**src/rtl/conv_tile_direct_6x6.sv**
```systemverilog
// Direct-form 3x3 correlation of one 6x6 tile into a 4x4 result, one MAC per cycle.
// This is a bit-exact, low-area stand-in for the Winograd F(4x4,3x3) tile core.
module conv_tile_direct_6x6 #(
    parameter int DATA_W = 16,
    parameter int ACC_W  = 40
) (
    input  logic                             clk,
    input  logic                             rst,
    input  logic                             start,
    input  logic [0:5][0:5][DATA_W-1:0]      tile_in,
    input  logic [0:2][0:2][DATA_W-1:0]      kernel_in,
    output logic [0:3][0:3][DATA_W-1:0]      result_out,
    output logic                             done,
    output logic                             busy
);

    typedef enum logic [1:0] {IDLE, MAC, DONE} state_t;

    state_t state, state_nxt;

    logic [0:5][0:5][DATA_W-1:0] tile_q;
    logic [0:2][0:2][DATA_W-1:0] kern_q;
    logic [0:3][0:3][DATA_W-1:0] res_q;
    logic [0:3][0:3][DATA_W-1:0] res_final;
    logic signed [ACC_W-1:0]     acc;
    logic signed [ACC_W-1:0]     prod_ext;
    logic signed [ACC_W-1:0]     acc_sum;
    logic signed [2*DATA_W-1:0]  prod;
    logic [1:0]                  out_r, out_c, tap_a, tap_b;
    logic [2:0]                  row_idx, col_idx;
    logic                        last_tap, last_out;

    assign row_idx  = {1'b0, out_r} + {1'b0, tap_a};
    assign col_idx  = {1'b0, out_c} + {1'b0, tap_b};
    assign last_tap = (tap_a == 2'd2) && (tap_b == 2'd2);
    assign last_out = last_tap && (out_r == 2'd3) && (out_c == 2'd3);

    // Full-precision signed product, sign-extended into the accumulator width
    assign prod     = $signed(tile_q[row_idx][col_idx]) * $signed(kern_q[tap_a][tap_b]);
    assign prod_ext = {{(ACC_W-2*DATA_W){prod[2*DATA_W-1]}}, prod};
    assign acc_sum  = acc + prod_ext;

    // The final output is still in acc_sum when result_out loads, so patch it in
    always_comb begin
        res_final       = res_q;
        res_final[3][3] = acc_sum[DATA_W-1:0];
    end

    always_ff @(posedge clk or posedge rst) begin
        if (rst) state <= IDLE;
        else     state <= state_nxt;
    end

    always_comb begin
        state_nxt = state;
        done      = 1'b0;
        busy      = 1'b0;
        unique case (state)
            IDLE: if (start) state_nxt = MAC;
            MAC: begin
                busy = 1'b1;
                if (last_out) state_nxt = DONE;
            end
            DONE: begin
                busy      = 1'b1;
                done      = 1'b1;
                state_nxt = IDLE;
            end
            default: state_nxt = IDLE;
        endcase
    end

    always_ff @(posedge clk or posedge rst) begin
        if (rst) begin
            tile_q     <= '0;
            kern_q     <= '0;
            res_q      <= '0;
            result_out <= '0;
            acc        <= '0;
            out_r      <= '0;
            out_c      <= '0;
            tap_a      <= '0;
            tap_b      <= '0;
        end else begin
            unique case (state)
                IDLE: begin
                    if (start) begin
                        tile_q <= tile_in;
                        kern_q <= kernel_in;
                        acc    <= '0;
                        out_r  <= '0;
                        out_c  <= '0;
                        tap_a  <= '0;
                        tap_b  <= '0;
                    end
                end
                MAC: begin
                    if (last_tap) begin
                        // Wrap-around truncation, no saturation
                        res_q[out_r][out_c] <= acc_sum[DATA_W-1:0];
                        acc   <= '0;
                        tap_a <= '0;
                        tap_b <= '0;
                        if (out_c == 2'd3) begin
                            out_c <= '0;
                            out_r <= out_r + 2'd1;
                        end else begin
                            out_c <= out_c + 2'd1;
                        end
                        if (last_out) result_out <= res_final;
                    end else begin
                        acc <= acc_sum;
                        if (tap_b == 2'd2) begin
                            tap_b <= '0;
                            tap_a <= tap_a + 2'd1;
                        end else begin
                            tap_b <= tap_b + 2'd1;
                        end
                    end
                end
                default: ;
            endcase
        end
    end

endmodule

```
**config.mk**
```make
export PLATFORM = sky130hd
export DESIGN_NAME = conv_tile_direct_6x6
export DESIGN_NICKNAME = d
export VERILOG_FILES = /design/src/rtl/conv_tile_direct_6x6.sv
export SDC_FILE = /design/constraint.sdc
export NUM_CORES = 2
export LEC_CHECK = 0
export BUFFER_PORTS_ARGS = -buffer_cell sky130_fd_sc_hd__buf_2
export CORE_AREA = 4 4 381 383
export CTS_CLUSTER_SIZE = 14
export DETAILED_ROUTE_END_ITERATION = 12
export DIE_AREA = 0 0 385 387
export REMOVE_ABC_BUFFERS = 1
export SLEW_MARGIN = 30
export SYNTH_ARGS = -nofsm -noshare
export SYNTH_HDL_FRONTEND = slang
export SYNTH_SLANG_ARGS = --single-unit
```
**constraint.sdc**
```tcl
create_clock -name clk -period 44.6 [get_ports clk]
set_input_delay 8.92 -clock clk [delete_from_list [all_inputs] [get_ports clk]]
set_output_delay 8.92 -clock clk [all_outputs]
set_load 0.1 [all_outputs]
```
==> impl_metrics.tcl <==
set metrics [dict create \
    ys_async_sr_fraction_pct 100.0 \
    final_common_cell "nand2_1" \
    vias_per_cell 5.036 \
    rows 138 \
    final.setup_skew_ns 0.03749 \
    synth_cells 5501 \
    slowest_delay_ns 0.69 \
    slew-limit-headroom_pct 19.59 \
    synth_enable_flop_cells 0 \
    drc 0 \
    track_usage_pct 24.85 \
    wl_um 187800 \
    startpoint_type "primary input" \
    dominantRegCellSynth "dfrtp_1" \
    grt_pass1_wl_um 276000 \
    cts.sinks 1242 \
    drive_gt1_share_pct 28.55 \
    drv_slew 0 \
    wl_per_cell_um 22.27 \
    io_buffers 980 \
    rsz0062_at_grt "no" \
    hpwl_um 132700 \
    synth_top_family_by_area "simple AND/OR/NAND/NOR gates" \
    clkTransAtPathRegs_ns 0.05 \
    synthAdderAreaFrac_pct 5.101 \
    nets 7258 \
    area_growth_syn_to_layout_pct 20.54 \
    crit_arrival_ns 12.69 \
    tritoncts "built" \
    antenna_found_initial 153 \
    syn_avg_cell_area_um2 10.30 \
    place_inst 8107 \
    antenna_left 0 \
    period_needed_ns 11.90 \
    grt_max_degree 231 \
    path_cells "buf_2 -> clkinv_8 -> buf_12 -> buf_12 -> buf_12 -> buf_16 -> buf_4" \
    synth_cell_type_count 65 \
    initial_core_util_pct 40.06 \
    finalHoldViolations 0 \
    gr-total-overflow 0 \
    dr_total_vias 42470 \
    synthMuxAreaShare_pct 14.08 \
    tightestPinTransition_ns 1.206 \
    synth_xor_area_share_pct 0.7111 \
    drt-initial-drc-count 3098 \
    status "finished clean" \
    ios 981 \
    max_freq_mhz 84.06 \
    yosys_warnings 0 \
    cts_buffer_depth 3 \
    core_area_um2 141400 \
    seq_area_frac_synth_pct 54.86 \
    cts_setup_buffers 0 \
    htreeDepth 4 \
    gp_congestion 0.8712 \
    hp-class "register to register" \
    instances_no_fill 8434 \
    drt-pass1-iter-count 5 \
    crit_path_end_kind "asynchronous set/reset pin" \
    fillers 13290 \
    first_global_vias 42880 \
    crit_required_ns 45.40 \
    post_cts_resized 0 \
    yosys.area_share.simple_pct 17.76 \
    fin_crit_sh_pct 26.67 \
    yosys-top-cells-area "dfrtp_1 55%, nand2_1 16%, mux2_2 7.5%" \
    critPathSlowestCell "buf_4" \
    final-setup-viol-count 0 \
    hold_buffers 0 \
    worstPathMaxFanout 149 \
    die_w_um 385 \
    ys_ff_latch 1242 \
    die_h_um 387 \
    synth_compound_area_share_pct 3.770 \
    cts-root-buf "clkbuf_16" \
    worstSkewPairLatency_ns 0.78 \
    yosys.area.top_type "dfrtp_1" \
    cap_viol_max_count 0 \
    cpMostUsedCell "buf_12" \
    yosys.area.top_type_share_pct 54.86 \
    syn_area_um2 56660 \
    cts_made_buffers 138 \
    crit_type "primary input to asynchronous set/reset pin" \
    die_area_um2 149000 \
    tns_ns 0 \
    layout_common_cells "2400 x nand2_1, 1241 x dfrtp_1, 980 x buf_2, 375 x mux2_2, 187 x o21ai_0" \
]
-- kinds of logic (layout without fill, tap and decap cells) --
group	Yosys count	count (layout)
buffers and inverters	518	1487
AOI/OAI and AO/OA	340	340
xor gates and xnor gates	41	41
other	0	74
and+or+nand+nor	2620	2620
muxes	566	566
adders and majority gates	174	174
DFF	1242	1242
-- through the flow --
step | cell area [µm²] | hold WS, ns | setup slack, ns | util, %
after detailed placement | 63350 | 0.4571 | 31.70 | 44.80
after global placement | 63290 | 0.4525 | 31.74 | 44.76
after floorplan | 55250 | 0.4385 | 0.6826 | -
after global routing | 68210 | 0.4836 | 32.07 | 48.24
after CTS | 67980 | 0.4708 | 32.52 | 48.07
final | 68290 | 0.4666 | 32.70 | 48.29
-- cells in the mapped netlist (2+ instances only) --
master     number
nand2b_1       22
nor2b_1        19
a21o_1          3
inv_1         185
buf_4           9
o32a_1         10
a22oi_1         9
a21oi_1        43
o21ai_0       187
mux2i_1        43
nand3_1         6
or2_2          16
mux4_2        147
nand2_1      2406
a31oi_1         4
ha_1           79
o21ai_1         2
clkbuf_1      275
buf_2          22
a22o_1         11
a2111oi_4       3
fa_1           95
nor2_1        121
a221oi_1       28
o22ai_1         6
and2_1          3
or3_1           3
o21bai_1        5
xor2_1          8
mux2_2        375
buf_1          11
dfrtp_1      1242
a211oi_2        3
a211oi_1        4
a311oi_1        2
nand4_1         4
o32ai_1         6
and3_1          4
xnor2_1        29
buf_6          14
xnor2_2         2
nand3b_1        4
nor3_1          9
-- sequential cells by signal, summed over array words and instances, names as in the netlist --
| signal | cells |
|---|---|
| tile_q | 576 |
| result_out | 256 |
| res_final | 240 |
| kern_q | 144 |
| acc | 16 |
| out_c | 2 |
| out_r | 2 |
| state | 2 |
| tap_a | 2 |
| tap_b | 2 |
-- cell type report --
cell class | instances | area (µm²) | area share, %
antenna | 74 | 185.2 | 0.2711
clock buffer | 213 | 4169 | 6.104
clock inverter | 36 | 452.9 | 0.6632
inverter | 187 | 714.4 | 1.046
multi-input combinational | 3741 | 23680 | 34.67
sequential | 1242 | 31080 | 45.51
tap | 1890 | 2365 | 3.463
timing repair buffer | 1051 | 5648 | 8.270
-- worst max-delay path: cells and delay by family --
kind	cells	cell delay (ns)
buf+inv	7	3.37
-- final timing paths --
path	cells past startpoint	endpoint	slack [ns]	start
min in group asynchronous	2	tile_q[254]	8.24	rst
hold reg to reg	2	tile_q[111]	0.47	tile_q[111]
max in group clk	7	tile_q[385]	33.32	start
setup / recovery	7	kern_q[75]	32.70	rst
setup reg to reg	29	res_final[175]	33.86	tap_b[0]
hold / removal	2	tile_q[111]	0.47	tile_q[111]
-- per-layer routing --
metal | global-route usage [%] | wire (µm) | vias up
li1 | - | - | 19570
met1 | 31.13 | 74960 | 21150
met2 | 41.14 | 91860 | 1273
met3 | 6.318 | 13170 | 398
met4 | 10.03 | 7216 | 84
met5 | 0 | 598 | -
Power is left out: the tool's default activity adds up to more than one toggle a clock period on the data nets, which glitch-free logic cannot reach.
